===== src/rtl/pipe_hazard_stage_pkg.sv =====
// Shared constants for the PipeCPU ID/EX hazard stage: datapath widths,
// control-bundle field offsets and the operand forward-select encoding.
package pipe_hazard_stage_pkg;

  localparam int PIPE_WIDTH     = 32;
  localparam int PIPE_REG_BITS  = 5;
  localparam int PIPE_CTRL_BITS = 16;

  localparam logic [PIPE_REG_BITS-1:0] ZERO_REG = '0;

  // Field layout of the opaque control bundle; decoded only in EX.
  localparam int CTRL_ALU_OP_LSB  = 0;
  localparam int CTRL_ALU_OP_BITS = 4;
  localparam int CTRL_ALU_SRC     = 4;
  localparam int CTRL_MEM_WRITE   = 5;
  localparam int CTRL_BRANCH      = 6;
  localparam int CTRL_JUMP        = 7;

  typedef enum logic [1:0] {
    FWD_REG = 2'd0,
    FWD_MEM = 2'd1,
    FWD_WB  = 2'd2
  } fwd_sel_e;

endpackage


===== src/rtl/pipe_forward_mux.sv =====
// One EX operand bypass: picks EX/MEM, then MEM/WB, then the stored
// register-file value; register zero is never bypassed.
module pipe_forward_mux
  import pipe_hazard_stage_pkg::*;
#(
  parameter int WIDTH    = PIPE_WIDTH,
  parameter int REG_BITS = PIPE_REG_BITS
) (
  input  logic [REG_BITS-1:0] spec,
  input  logic [WIDTH-1:0]    reg_data,
  input  logic                mem_reg_write,
  input  logic [REG_BITS-1:0] mem_dest,
  input  logic [WIDTH-1:0]    mem_result,
  input  logic                wb_reg_write,
  input  logic [REG_BITS-1:0] wb_dest,
  input  logic [WIDTH-1:0]    wb_result,
  output logic [WIDTH-1:0]    value
);

  fwd_sel_e sel;

  // The younger EX/MEM producer takes precedence over MEM/WB.
  always_comb begin
    sel = FWD_REG;
    if (spec != '0 && mem_reg_write && mem_dest == spec) begin
      sel = FWD_MEM;
    end else if (spec != '0 && wb_reg_write && wb_dest == spec) begin
      sel = FWD_WB;
    end
  end

  always_comb begin
    value = reg_data;
    case (sel)
      FWD_MEM: value = mem_result;
      FWD_WB:  value = wb_result;
      default: value = reg_data;
    endcase
  end

endmodule


===== src/rtl/pipe_hazard_stage.sv =====
// PipeCPU ID/EX register with load-use interlock and EX operand forwarding.
// Define PIPE_ID_BYPASS_EN for a read-before-write register file (WB bypass at capture).
module pipe_hazard_stage
  import pipe_hazard_stage_pkg::*;
#(
  parameter int WIDTH     = PIPE_WIDTH,
  parameter int REG_BITS  = PIPE_REG_BITS,
  parameter int CTRL_BITS = PIPE_CTRL_BITS
) (
  input  logic                 clk,
  input  logic                 reset,
  input  logic                 id_valid,
  input  logic [REG_BITS-1:0]  id_rs,
  input  logic [REG_BITS-1:0]  id_rt,
  input  logic                 id_use_rs,
  input  logic                 id_use_rt,
  input  logic [WIDTH-1:0]     id_rs_data,
  input  logic [WIDTH-1:0]     id_rt_data,
  input  logic [WIDTH-1:0]     id_imm,
  input  logic [REG_BITS-1:0]  id_dest,
  input  logic                 id_reg_write,
  input  logic                 id_mem_read,
  input  logic [CTRL_BITS-1:0] id_ctrl,
  input  logic                 flush,
  input  logic                 mem_reg_write,
  input  logic [REG_BITS-1:0]  mem_dest,
  input  logic [WIDTH-1:0]     mem_result,
  input  logic                 wb_reg_write,
  input  logic [REG_BITS-1:0]  wb_dest,
  input  logic [WIDTH-1:0]     wb_result,
  output logic                 stall,
  output logic                 ex_valid,
  output logic [WIDTH-1:0]     ex_a,
  output logic [WIDTH-1:0]     ex_b,
  output logic [WIDTH-1:0]     ex_imm,
  output logic [REG_BITS-1:0]  ex_dest,
  output logic                 ex_reg_write,
  output logic                 ex_mem_read,
  output logic [CTRL_BITS-1:0] ex_ctrl
);

  logic [REG_BITS-1:0] ex_rs;
  logic [REG_BITS-1:0] ex_rt;
  logic [WIDTH-1:0]    ex_rs_data;
  logic [WIDTH-1:0]    ex_rt_data;
  logic [WIDTH-1:0]    cap_rs_data;
  logic [WIDTH-1:0]    cap_rt_data;
  logic                load_use;

  // A load in EX whose result ID needs cannot be bypassed yet: hold ID one cycle.
  assign load_use = id_valid & ex_valid & ex_mem_read & (ex_dest != '0) &
                    ((id_use_rs & (id_rs == ex_dest)) | (id_use_rt & (id_rt == ex_dest)));
  assign stall    = load_use & ~flush & ~reset;

`ifdef PIPE_ID_BYPASS_EN
  assign cap_rs_data = (wb_reg_write && wb_dest == id_rs && id_rs != '0) ? wb_result : id_rs_data;
  assign cap_rt_data = (wb_reg_write && wb_dest == id_rt && id_rt != '0) ? wb_result : id_rt_data;
`else
  assign cap_rs_data = id_rs_data;
  assign cap_rt_data = id_rt_data;
`endif

  // Bubbles clear only the fields that can change architectural state.
  always_ff @(posedge clk or posedge reset) begin
    if (reset) begin
      ex_valid     <= 1'b0;
      ex_rs        <= '0;
      ex_rt        <= '0;
      ex_rs_data   <= '0;
      ex_rt_data   <= '0;
      ex_imm       <= '0;
      ex_dest      <= '0;
      ex_reg_write <= 1'b0;
      ex_mem_read  <= 1'b0;
      ex_ctrl      <= '0;
    end else if (flush || stall) begin
      ex_valid     <= 1'b0;
      ex_dest      <= '0;
      ex_reg_write <= 1'b0;
      ex_mem_read  <= 1'b0;
      ex_ctrl      <= '0;
    end else begin
      ex_valid     <= id_valid;
      ex_rs        <= id_rs;
      ex_rt        <= id_rt;
      ex_rs_data   <= cap_rs_data;
      ex_rt_data   <= cap_rt_data;
      ex_imm       <= id_imm;
      ex_dest      <= id_valid ? id_dest : '0;
      ex_reg_write <= id_valid & id_reg_write;
      ex_mem_read  <= id_valid & id_mem_read;
      ex_ctrl      <= id_valid ? id_ctrl : '0;
    end
  end

  pipe_forward_mux #(.WIDTH(WIDTH), .REG_BITS(REG_BITS)) u_fwd_a (
    .spec          (ex_rs),
    .reg_data      (ex_rs_data),
    .mem_reg_write (mem_reg_write),
    .mem_dest      (mem_dest),
    .mem_result    (mem_result),
    .wb_reg_write  (wb_reg_write),
    .wb_dest       (wb_dest),
    .wb_result     (wb_result),
    .value         (ex_a)
  );

  pipe_forward_mux #(.WIDTH(WIDTH), .REG_BITS(REG_BITS)) u_fwd_b (
    .spec          (ex_rt),
    .reg_data      (ex_rt_data),
    .mem_reg_write (mem_reg_write),
    .mem_dest      (mem_dest),
    .mem_result    (mem_result),
    .wb_reg_write  (wb_reg_write),
    .wb_dest       (wb_dest),
    .wb_result     (wb_result),
    .value         (ex_b)
  );

endmodule


===== config.mk =====
export PLATFORM = sky130hd
export DESIGN_NAME = pipe_hazard_stage
export DESIGN_NICKNAME = d
export VERILOG_FILES = /design/src/rtl/pipe_hazard_stage_pkg.sv /design/src/rtl/pipe_forward_mux.sv /design/src/rtl/pipe_hazard_stage.sv
export SDC_FILE = /design/constraint.sdc
export NUM_CORES = 1
export LEC_CHECK = 0
export BUFFER_PORTS_ARGS = -buffer_cell sky130_fd_sc_hd__clkbuf_2
export CAP_MARGIN = 10
export CORE_ASPECT_RATIO = 0.9
export CORE_MARGIN = 2
export CORE_UTILIZATION = 29
export CTS_BUF_LIST = sky130_fd_sc_hd__clkbuf_16
export DETAILED_ROUTE_END_ITERATION = 7
export GPL_TIMING_DRIVEN = 0
export MAX_ROUTING_LAYER = met4
export PLACE_DENSITY = 0.64
export SYNTH_ARGS = -nofsm -noshare
export SYNTH_HDL_FRONTEND = slang
export SYNTH_SLANG_ARGS = --single-unit

===== constraint.sdc =====
create_clock -name clk -period 6.3 [get_ports clk]
set_input_delay 0.945 -clock clk [delete_from_list [all_inputs] [get_ports clk]]
set_output_delay 0.945 -clock clk [all_outputs]
set_load 0.01 [all_outputs]

**Word-level counts from Yosys, hierarchy flattened**

Cells that the tools add are included.

- Bits in latches: 0
- ROM bits: 0
- Bits of input ports: 211
- Bits in writable memories: 0
- Flip-flop bits (word level): 130
- Memories kept: 0
- Output and inout bits: 121

- Bitwise logic cells: 13
- Order comparisons: 0
- Reduce and logical (&&, ||, !) cells: 12
- $add $sub $neg: 0
- $mul: 0
- Div/mod/pow operators: 0
- Equality and inequality tests: 10
- Shifts and indexed selects: 0
- Multiplexer cells: 13

Operators with widths:

| cell | number |
|---|---|
| one-hot mux 32 bit (2 select lines) | 2 |
| 2-to-1 mux 16 bit | 2 |
| == test 5 bit | 6 |
| nonzero test 5 bit | 3 |
| AND 1 bit | 10 |
| 2-to-1 mux 5 bit | 2 |
| logical AND 1 bit | 8 |
| 2-to-1 mux 2 bit | 4 |
| == test 2 x 1 -> 1 bit, second input constant | 2 |
| == test 2 bit, second input constant | 2 |
| 2-to-1 mux 1 bit | 3 |
| inverter 1 bit | 2 |
| logical OR 1 bit | 1 |
| bitwise OR 1 bit | 1 |

**Depth between registers and ports, before layout**

Gate-level depths: netlist (run 1).

- Depth after elaboration: 8
- Mapped depth: 7
- Gate-level depth less buffers: 5

**Hierarchy**

From an unflattened synthesis (run 1), not the netlist that was laid out.

- Cell total of the unflattened synthesis: 634
- Area, all modules: 6915.4 µm²

By module, submodules not included:

| module | area an instance (µm²) | cells each | instances |
|---|---|---|---|
| pipe_hazard_stage | 5018.6 | 296 | 1 |
| pipe_forward_mux | 948.4 | 169 | 2 |

**Worst setup path after synthesis (run 1)**

OpenSTA, ideal clock, no wires.

- Path kind: input port to output port
- Start: input reset
- End: output stall
- Stages: 4
- Arrival time: 4.458 ns
- Buffers on the path: 0
- Setup slack: 0.897 ns
- Cell sequence: inv_1 nand3_1 a211oi_2 and2_1

- Word-level cells in the longest chain between the ends: 2

Ends and longest elaborated chain:

| item | RTL line | RTL |
|---|---|---|
| start: declaration | pipe_hazard_stage.sv:11 | `input logic reset,` |
| inverter 1 bit | pipe_hazard_stage.sv:53 | `assign stall = load_use & ~flush & ~reset;` |
| AND 1 bit | pipe_hazard_stage.sv:53 |  |
| end: declaration | pipe_hazard_stage.sv:31 | `output logic stall,` |

No other way between the ends.

**Worst setup path in the final report (run 1)**

- Start: input mem_dest[4]
- End: output ex_b[2]

- Word-level cells in the longest chain between the ends: 5
- Elaborated cells on any way between the ends: 6
- Classes of those cells: 3 x eq/ne; 2 x mux; 1 x reduce/logical

Ends and longest elaborated chain:

| item | RTL line | RTL |
|---|---|---|
| start: declaration | pipe_hazard_stage.sv:26 | `input logic [REG_BITS-1:0] mem_dest,` |
| == test 5 bit * | pipe_forward_mux.sv:25 | `if (spec != '0 && mem_reg_write && mem_dest == spec) begin` |
| logical AND 1 bit * | pipe_forward_mux.sv:25 |  |
| 2-to-1 mux 2 bit * | pipe_forward_mux.sv:25 |  |
| == test 2 bit or == test 2 x 1 -> 1 bit (tied branches) | pipe_forward_mux.sv:34 | `case (sel)` |
| one-hot mux 32 bit (2 select lines) * | pipe_forward_mux.sv:34 |  |
| end: declaration | pipe_hazard_stage.sv:34 | `output logic [WIDTH-1:0] ex_b,` |

Mark *: on every way between the ends. The rest lies on a longest branch, timed or not.

==> results of run 1 <==
area by class of cell:
cell class,instances,area [um2],area share
plain buffers,31,206,0.0225
clock buffers,17,425,0.0464
clock inverters,15,186,0.0203
inverters,1,8.76,0.000956
multi-input cells,376,3030,0.331
flip-flops and latches,130,3250,0.355
well taps,291,364,0.0397
repair buffers,332,1680,0.184
state kept, by name, indices dropped and copies added, names as in the netlist:
register and flops:
ex_ctrl 16, ex_dest 5, ex_imm 32, ex_mem_read 1, ex_reg_write 1, ex_rs 5
ex_rs_data 32, ex_rt 5, ex_rt_data 32, ex_valid 1
metal layers:
layer  share of wire  vias up  wire, um
met5               0        -         0
met4           0.011        0       238
met3           0.070       14      1480
met2            0.51      244     10800
met1            0.41     2627      8620
li1                -     2596         -
report_power, final:
| group | internal (mW) | total (mW) | switching, mW |
|---|---|---|---|
| registers | 0.909 | 0.954 | 0.0451 |
| logic | 0.213 | 0.432 | 0.219 |
| clock network | 0.602 | 1.02 | 0.416 |
| total | 1.72 | 2.40 | 0.680 |
kinds of logic (layout without fill, tap and decap cells):
logic type / Yosys count / count (layout) / share of synthesized area
xor gates and xnor gates: 30 / 30 / 0.0404
and+or+nand+nor: 108 / 108 / 0.0890
buffers and inverters: 32 / 396 / 0.0324
AOI/OAI and AO/OA: 68 / 68 / 0.0553
muxes: 170 / 170 / 0.282
DFF: 130 / 130 / 0.501
final timing paths:
path	startpoint	cells past startpoint	slack [ns]	to
max in group asynchronous	reset	3	4.97	ex_rt_data[27]
worst min-delay path	ex_rt_data[28]	1	0.48	ex_rt_data[28]
worst max-delay path	mem_dest[4]	8	2.16	ex_b[2]
worst min register to register	ex_rt_data[28]	1	0.48	ex_rt_data[28]
worst max register to register	ex_dest[0]	5	3.98	ex_rt[1]
min in group asynchronous	reset	2	0.59	ex_imm[7]
through the flow:
stage                     area [um2]  total power, mW   util
final                           9160             2.40  0.420
after global routing            9160             2.52  0.420
after CTS                       9160             2.45  0.420
after detailed placement        8550             1.41  0.392
after global placement          8520             1.40  0.390
after floorplan                 6500             1.19      -
critical path: stages:
cell and delay (ns):
clkbuf_2 0.11, xnor2_1 0.16, nand4_1 0.18, nor4_4 0.62
clkbuf_1 0.65, nand2_1 0.24, o21ai_1 0.13, clkbuf_2 0.17
placed cells by master (no fill, tap or decap), types with 3 or more instances in the layout:
master / Yosys / routed
mux2i_1: 64 / 64
o21ai_0: 4 / 4
buf_2: 6 / 6
buf_6: 11 / 11
nand4_1: 6 / 6
clkbuf_16: 0 / 17
nand2_1: 66 / 66
clkbuf_2: 0 / 331
nor4_4: 4 / 4
inv_6: 0 / 7
clkbuf_1: 14 / 14
dfrtp_1: 130 / 130
mux2_2: 66 / 66
xor2_1: 8 / 8
xnor2_1: 22 / 22
and2_1: 24 / 24
mux2_1: 40 / 40
o21ai_1: 60 / 60
inv_8: 0 / 3
==> flow_summary_export.csv, run 1 <==
group,metric,value,unit
yosys,synth_cells,538,
setup_path,cp_data_arrival_time,3.20,ns
routing,routedWlPerCell,17.7,um
global_route,grt_overflow_total,0,
sta,setup_tns,0,ns
global_route,grt_util_met3,0.0493,
sta,worst_pin_slew,0.822,ns
sta,fin_crit,4.14,ns
setup_path,worstSetupEndpointType,"primary output",
clocking,h-tree-depth,4,
worst_hold_path,hp-class,"reg2reg",
floorplan,core_area,21800,um2
routing,detail_route.iter0.violations,158,
layout,nFillCells,2200,
layout,diodes,0,
floorplan,rows,51,
setup_path,required,5.35,ns
clocking,cts.sinks,130,
place,port_buffers,331,
place,dp_hpwl,16700,um
power,leakage,4.19,nW
clocking,post_cts_buffers,0,
sta,rsz0062_at_grt,"no",
global_route,grt_pass1_wl,31900,um
routing,drt-total-wl,21100,um
yosys,yosys_warnings,0,
setup_path,path_max_fanout,10,
clocking,cts_resized,0,
yosys,ys.flop_type,"dfrtp_1",
clocking,cts_hold_buf,0,
yosys,synth-async-reset-ratio,1.00,
routing,via_per_inst,4.59,
yosys,synth_edf_count,0,
sta,fin_crit_sh,0.657,
routing,vias,5481,
floorplan,floorplan.die_area,23600,um2
sta,setup_ws,2.16,ns
yosys,synthesis.nets,749,
sta,slew_headroom,0.452,
power,power_density,262,nW/um2
global_route,antenna_found_initial,0,
clocking,clock_latency,0.42,ns
yosys,synth_top_area_cell,"dfrtp_1",
place,post-place-ws,2.04,ns
routing,antenna_left,0,
clocking,clk_pin_slew_worst_paths,0.06,ns
yosys,yosysMostFrequentCell,"dfrtp_1",
place,placed_cells,1161,
job,maxCapViolations,0,
clocking,cts_made_buffers,17,
yosys,ys_types,26,
sta,fin_skew,0.0115,ns
layout,stdcell_count,1193,
power,ir_worst_vdd,0.170,mV
yosys,avgSynthCellArea,12.1,um2
routing,firstDrtPassIters,4,
layout,drive_above_1_share,0.507,
yosys,ys_seq_area_frac,0.501,
setup_path,worstSetupStartpointType,"primary input",
yosys,yosysTopAreaCellShare,0.501,
floorplan,initial_core_util,0.298,
yosys,synth_area,6500,um2
sta,finalSetupViolations,0,
floorplan,chipHeight,146,um
clocking,cts_tree,"built",
global_route,grt_max_degree,71,
yosys,synth.area.top_cells,"dfrtp_1 50%, mux2_2 11%, mux2i_1 9.9%",
global_route,grt_busiest_layer,"met2",
floorplan,ios,332,
yosys,synth_common_cells,"130 x dfrtp_1, 66 x mux2_2, 66 x nand2_1, 64 x mux2i_1, 60 x o21ai_1",
sta,max_freq,242,MHz
global_route,met1_usage,0.207,
layout,syn_to_final_growth,41.0,%
place,place_congestion,0.842,
floorplan,die_w,162,um
setup_path,critPathKind,"in2out",
sta,slew_violations,0,
outcome,status,"completed",
layout,num-nets-final,1100,
routing,drc_errors,0,
clocking,cts_max_path_buffers,2,
sta,final.hold.worst_slack,0.482,ns
yosys,synth_seq_cells,130,
global_route,gr-usage-met2,0.321,
global_route,grt_usage,0.183,
sta,hold_viol_final,0,
global_route,grt_pass1_vias,5730,
clocking,cts_root_buf,"clkbuf_16",
Note: power is estimated with default switching activity, not from simulation.
==> inputs of run 2 (changes only) <==
--- a/config.mk
+++ b/config.mk
@@ -14,7 +14,7 @@
 export DETAILED_ROUTE_END_ITERATION = 7
 export GPL_TIMING_DRIVEN = 0
 export MAX_ROUTING_LAYER = met4
-export PLACE_DENSITY = 0.64
+export PLACE_DENSITY = 0.66
 export SYNTH_ARGS = -nofsm -noshare
 export SYNTH_HDL_FRONTEND = slang
 export SYNTH_SLANG_ARGS = --single-unit
==> constraint.sdc (replaced) <==
create_clock -name clk -period 3.8 [get_ports clk]
set_input_delay 0.57 -clock clk [delete_from_list [all_inputs] [get_ports clk]]
set_output_delay 0.57 -clock clk [all_outputs]
set_load 0.01 [all_outputs]
==> run 2 against run 1 <==
  * Final cell count increased by 0.17%
  * Via count decreased by 0.93%
  * Die area unchanged
  * Global-route usage increased by 0.11 points
  * Critical endpoint is now ex_b[3]
  * Sequential share of layout area decreased by 0.13 points
  * Sequential power increased by 67%
==> flow_summary_export.csv, run 2 (synthesized netlist as in run 1, its figures left out) <==
group,metric,value,unit
clocking,h-tree-depth,4,
routing,detail_route.iter0.violations,183,
power,ir_worst_vdd,0.256,mV
setup_path,required,3.23,ns
clocking,cts_tree,"built",
setup_path,cp_slowest_stage_delay,0.72,ns
sta,slew_violations,0,
floorplan,chipHeight,146,um
setup_path,r2r-end,"ex_rt_data[10]",
floorplan,initial_core_util,0.298,
global_route,grt_overflow_total,0,
routing,drt-total-wl,21000,um
floorplan,rows,51,
power,power,4.01,mW
routing,firstDrtPassIters,4,
setup_path,critPathKind,"reg2out",
floorplan,ios,332,
clocking,cts_root_buf,"clkbuf_16",
routing,antenna_left,0,
place,placed_cells,1163,
power,power_frac_seq,0.396,
power,power_density,436,nW/um2
setup_path,cp_data_arrival_time,2.92,ns
power,p_sw_frac,0.286,
setup_path,path_cells,"xnor2_1 -> nand4_1 -> nor4_4 -> clkbuf_1 -> nand2_1 -> o21ai_1 -> clkbuf_2",
power,p_clk_frac,0.425,
global_route,grt_usage,0.185,
place,placed_area,8580,um2
setup_path,regToRegSetupSlack,1.51,ns
layout,num-nets-final,1102,
layout,syn_to_final_growth,41.5,%
sta,hold_viol_final,0,
setup_path,worstSetupEndpointType,"primary output",
layout,mostFrequentLayoutCells,"331 x clkbuf_2, 130 x dfrtp_1, 66 x nand2_1, 66 x mux2_2, 64 x mux2i_1",
sta,max_freq,286,MHz
clocking,cts_max_path_buffers,2,
setup_path,cp_top_family,"buffers and inverters",
clocking,cts_made_buffers,17,
clocking,post_cts_buffers,0,
sta,rsz0062_at_grt,"no",
routing,via_per_inst,4.54,
job,maxCapViolations,0,
place,port_buffers,331,
sta,worst_pin_slew,0.892,ns
clocking,clock_latency,0.42,ns
setup_path,r2r_start,"ex_dest[0]",
power,internal_power,2.86,mW
sta,finalSetupViolations,0,
clocking,cts_hold_buf,0,
power,p_sw,1.15,mW
floorplan,floorplan.die_area,23600,um2
routing,routedWlPerCell,17.6,um
clocking,cts.sinks,130,
power,pwr-share-comb,0.180,
place,place_congestion,0.846,
layout,top_regs,"ex_imm x32, ex_rs_data x32, ex_rt_data x32",
layout,diodes,0,
clocking,cts_resized,0,
global_route,grt_pass1_wl,32300,um
global_route,antenna_found_initial,0,
clocking,clk_pin_slew_worst_paths,0.07,ns
setup_path,path_max_fanout,10,
layout,drive_above_1_share,0.508,
global_route,grt_max_degree,41,
outcome,status,"completed",
setup_path,reg2regPathDepth,5,
power,leakage,4.21,nW
layout,stdcell_count,1195,
layout,final_common_cell,"clkbuf_2",
place,dp_hpwl,16800,um
global_route,grt_pass1_vias,5772,
sta,fin_crit_sh,0.919,
routing,vias,5430,
setup_path,crit_buf_inv,2,
sta,fin_crit,3.49,ns
layout,final_cell_area,9200,um2
routing,drc_errors,0,
setup_path,worstSetupStartpointType,"flip-flop",
sta,slew_headroom,0.405,
worst_hold_path,hp-class,"in2async",
setup_path,crit_slowest_cell,"clkbuf_1",
sta,fin_skew,0.0158,ns
floorplan,die_w,162,um
floorplan,core_area,21800,um2
==> run 2: cell count changes in the layout (fill, tap and decap cells not counted) <==
| cell | change |
|---|---|
| buf_12 | +3 |
| buf_16 | -1 |
==> run 2: how the worst max path moves through the flow <==
stage / slack, ns / from / cells after the start / end
global placement: -1.46 / reset / 7 / ex_rt_data[8]
global route: 0.06 / ex_rt[0] / 7 / ex_b[31]
floorplan: 0.04 / reset / 7 / ex_rs_data[0]
CTS: 0.23 / ex_rt[0] / 7 / ex_b[3]
detailed placement: 0.49 / mem_dest[4] / 8 / ex_b[3]
finish: 0.31 / ex_rt[0] / 7 / ex_b[3]
==> run 2: per-layer routing <==
metal  GRT usage  routed length, um  up-vias
met4      0.0655                455        0
li1            -                  -     2597
met3      0.0556               1590       24
met1       0.216               8880     2566
met5           -                  0        -
met2       0.301              10100      243
==> run 2: metrics by stage <==
step	setup WS [ns]	setup TNS [ns]	hold slack (ns)	util
2_1_floorplan	0.0445	0	0.457	-
3_3_place_gp	-1.46	-172.69	0.467	0.390
3_5_place_dp	0.494	0	0.475	0.393
4_1_cts	0.225	0	0.176	0.421
5_1_grt	0.0641	0	0.210	0.421
6_report	0.310	0	0.172	0.421
==> run 2: power by group through the flow <==
stage / Clock [mW] / Sequential, mW / Combinational (mW)
final: 1.70 / 1.59 / 0.721
after global routing: 1.83 / 1.60 / 0.788
after CTS: 1.76 / 1.59 / 0.732
after detailed placement: 0 / 1.61 / 0.730
after global placement: 0 / 1.61 / 0.712
after floorplan: 0 / 1.61 / 0.370
==> run 2: worst register-to-register path: stages, from the launching register on <==
cell and delay (ns):
dfrtp_1 0.43, nor3_1 0.28, a211oi_2 0.14, a21oi_2 0.53
buf_2 0.40, mux2_2 0.38
==> run 2: final cells by class <==
| type | instances | area (um2) |
|---|---|---|
| repair buffers | 334 | 1720 |
| fillers | 2142 | 12600 |
| clock inverters | 15 | 188 |
| plain buffers | 31 | 206 |
| well taps | 291 | 364 |
| multi-input cells | 376 | 3030 |
| clock buffers | 17 | 425 |
| flip-flops and latches | 130 | 3250 |
| inverters | 1 | 7.51 |
==> inputs of run 3 (changes only) <==
--- a/config.mk
+++ b/config.mk
@@ -10,11 +10,11 @@
 export CORE_ASPECT_RATIO = 0.9
 export CORE_MARGIN = 2
 export CORE_UTILIZATION = 29
-export CTS_BUF_LIST = sky130_fd_sc_hd__clkbuf_16
+export CTS_BUF_LIST = sky130_fd_sc_hd__clkbuf_2
 export DETAILED_ROUTE_END_ITERATION = 7
 export GPL_TIMING_DRIVEN = 0
 export MAX_ROUTING_LAYER = met4
-export PLACE_DENSITY = 0.66
+export PLACE_DENSITY = 0.64
 export SYNTH_ARGS = -nofsm -noshare
 export SYNTH_HDL_FRONTEND = slang
 export SYNTH_SLANG_ARGS = --single-unit
==> constraint.sdc (replaced) <==
create_clock -name clk -period 4.3 [get_ports clk]
set_input_delay 0.645 -clock clk [delete_from_list [all_inputs] [get_ports clk]]
set_output_delay 0.645 -clock clk [all_outputs]
set_load 0.01 [all_outputs]
==> run 3 against run 2 <==
  * Combinational power decreased by 11%
  * Clock power decreased by 52%
  * Critical endpoint is now ex_a[30]
  * Core utilization decreased by 1.2 points
  * Cell area decreased by 2.9%
  * Die area unchanged
  * Clock skew increased by 0.017 ns
  * Critical path depth unchanged
  * Global-route usage increased by 0.10 points
  * Via count increased by 1.5%
  * Register-to-register slack improved by 0.50 ns
==> flow_summary_export.csv, run 3 (synthesized netlist as in run 1, its figures left out) <==
group,metric,value,unit
sta,max_freq,260,MHz
sta,fin_skew,0.0333,ns
routing,drc_errors,0,
global_route,grt_max_degree,40,
global_route,antenna_found_initial,3,
layout,nFillCells,2219,
clocking,clk_pin_slew_worst_paths,0.26,ns
global_route,grt_usage,0.186,
setup_path,required,3.65,ns
setup_path,critPathKind,"reg2out",
floorplan,core_area,21800,um2
routing,vias,5509,
sta,slew_headroom,0.375,
outcome,status,"completed",
worst_hold_path,hp-class,"in2reg",
setup_path,cp_slowest_stage_delay,0.73,ns
sta,slew_violations,0,
global_route,grt_pass1_wl,32400,um
global_route,grt_pass1_vias,5748,
layout,regArea,3250,um2
power,ir_worst_vdd,0.257,mV
setup_path,worstSetupStartpointType,"flip-flop",
global_route,grt_overflow_total,0,
floorplan,rows,51,
floorplan,chipHeight,146,um
clocking,clock_latency,0.68,ns
setup_path,crit_buf_inv,2,
setup_path,crit_slowest_cell,"nor4_4",
power,leakage,4.09,nW
setup_path,cp_top_family,"simple AND/OR/NAND/NOR gates",
clocking,post_cts_buffers,0,
sta,fin_crit,3.85,ns
layout,syn_to_final_growth,37.5,%
sta,hold_viol_final,0,
routing,via_per_inst,4.56,
sta,final.hold.worst_slack,0.150,ns
setup_path,regToRegSetupSlack,2.01,ns
floorplan,ios,332,
floorplan,initial_core_util,0.298,
setup_path,worstSetupEndpointType,"primary output",
layout,multi_input_area,3030,um2
layout,final_common_cell,"clkbuf_2",
setup_path,path_max_fanout,10,
clocking,cts_made_buffers,17,
clocking,cts_root_buf,"clkbuf_2",
routing,detail_route.iter0.violations,193,
place,dp_hpwl,16800,um
layout,top_regs,"ex_imm x32, ex_rs_data x32, ex_rt_data x32",
sta,rsz0062_at_grt,"no",
floorplan,floorplan.die_area,23600,um2
layout,num-nets-final,1111,
routing,drt-total-wl,21400,um
routing,firstDrtPassIters,4,
sta,worst_pin_slew,0.930,ns
routing,routedWlPerCell,17.8,um
sta,finalSetupViolations,0,
place,placed_area,8580,um2
setup_path,path_cells,"xnor2_1 -> nand4_1 -> nor4_4 -> clkbuf_1 -> nand2_1 -> o21ai_1 -> clkbuf_2",
clocking,cts.sinks,130,
job,maxCapViolations,0,
place,place_congestion,0.867,
routing,antenna_left,0,
layout,drive_above_1_share,0.504,
clocking,cts_max_path_buffers,2,
sta,fin_crit_sh,0.895,
layout,final_cell_area,8930,um2
floorplan,die_w,162,um
clocking,h-tree-depth,4,
setup_path,cp_data_arrival_time,3.20,ns
place,port_buffers,331,
clocking,cts_tree,"built",
layout,mostFrequentLayoutCells,"349 x clkbuf_2, 130 x dfrtp_1, 66 x nand2_1, 66 x mux2_2, 64 x mux2i_1",
power,power_density,319,nW/um2
sta,setup_tns,0,ns
## run 3: worst paths after layout
kind,end,depth (start not counted),from
worst min-delay path,ex_ctrl[13],2,id_ctrl[13]
max in group asynchronous,ex_rt_data[14],5,reset
worst max register to register,ex_rt_data[21],6,ex_dest[0]
worst min register to register,ex_rt_data[26],1,ex_rt_data[26]
min in group asynchronous,ex_ctrl[11],3,reset
worst max-delay path,ex_a[30],7,ex_rs[3]
## run 3: per-layer routing
metal,GRT usage,vias to the layer above,share of wire
li1,-,2616,-
met1,0.222,2642,0.43
met2,0.307,232,0.49
met3,0.0556,19,0.069
met4,0.0442,0,0.013
met5,-,-,0
## run 3: final cells by class
cell class                 count  area share
buffer                        31      0.0233
tap                          291      0.0408
multi-input combinational    376       0.340
timing repair buffer         343       0.202
clock inverter                15      0.0186
sequential                   130       0.364
inverter                       1    0.000840
antenna                        3    0.000840
clock buffer                  17     0.00953
## run 3: where the power goes
| group | switching, mW | leakage [nW] | internal [mW] |
|---|---|---|---|
| clock network | 0.569 | 0.143 | 0.240 |
| registers | 0.0670 | 1.56 | 1.33 |
| logic | 0.322 | 2.39 | 0.321 |
## run 3: through the flow
stage,utilization,power (mW),worst slack [ns],instances
2_1_floorplan,-,1.75,0.387,538
3_3_place_gp,0.390,2.05,-1.23,1160
3_5_place_dp,0.393,2.07,0.639,1163
4_1_cts,0.405,2.90,0.160,1196
5_1_grt,0.409,3.03,0.0739,1207
6_report,0.409,2.85,0.451,1207
## run 3: timing repair
| item | CTS | global route |
|---|---|---|
| resized for setup | 0 | 3 |
| hold buffers | 1 | 8 |
| hold endpoints to repair | 32 | 8 |
| setup endpoints to repair | 0 | 2 |
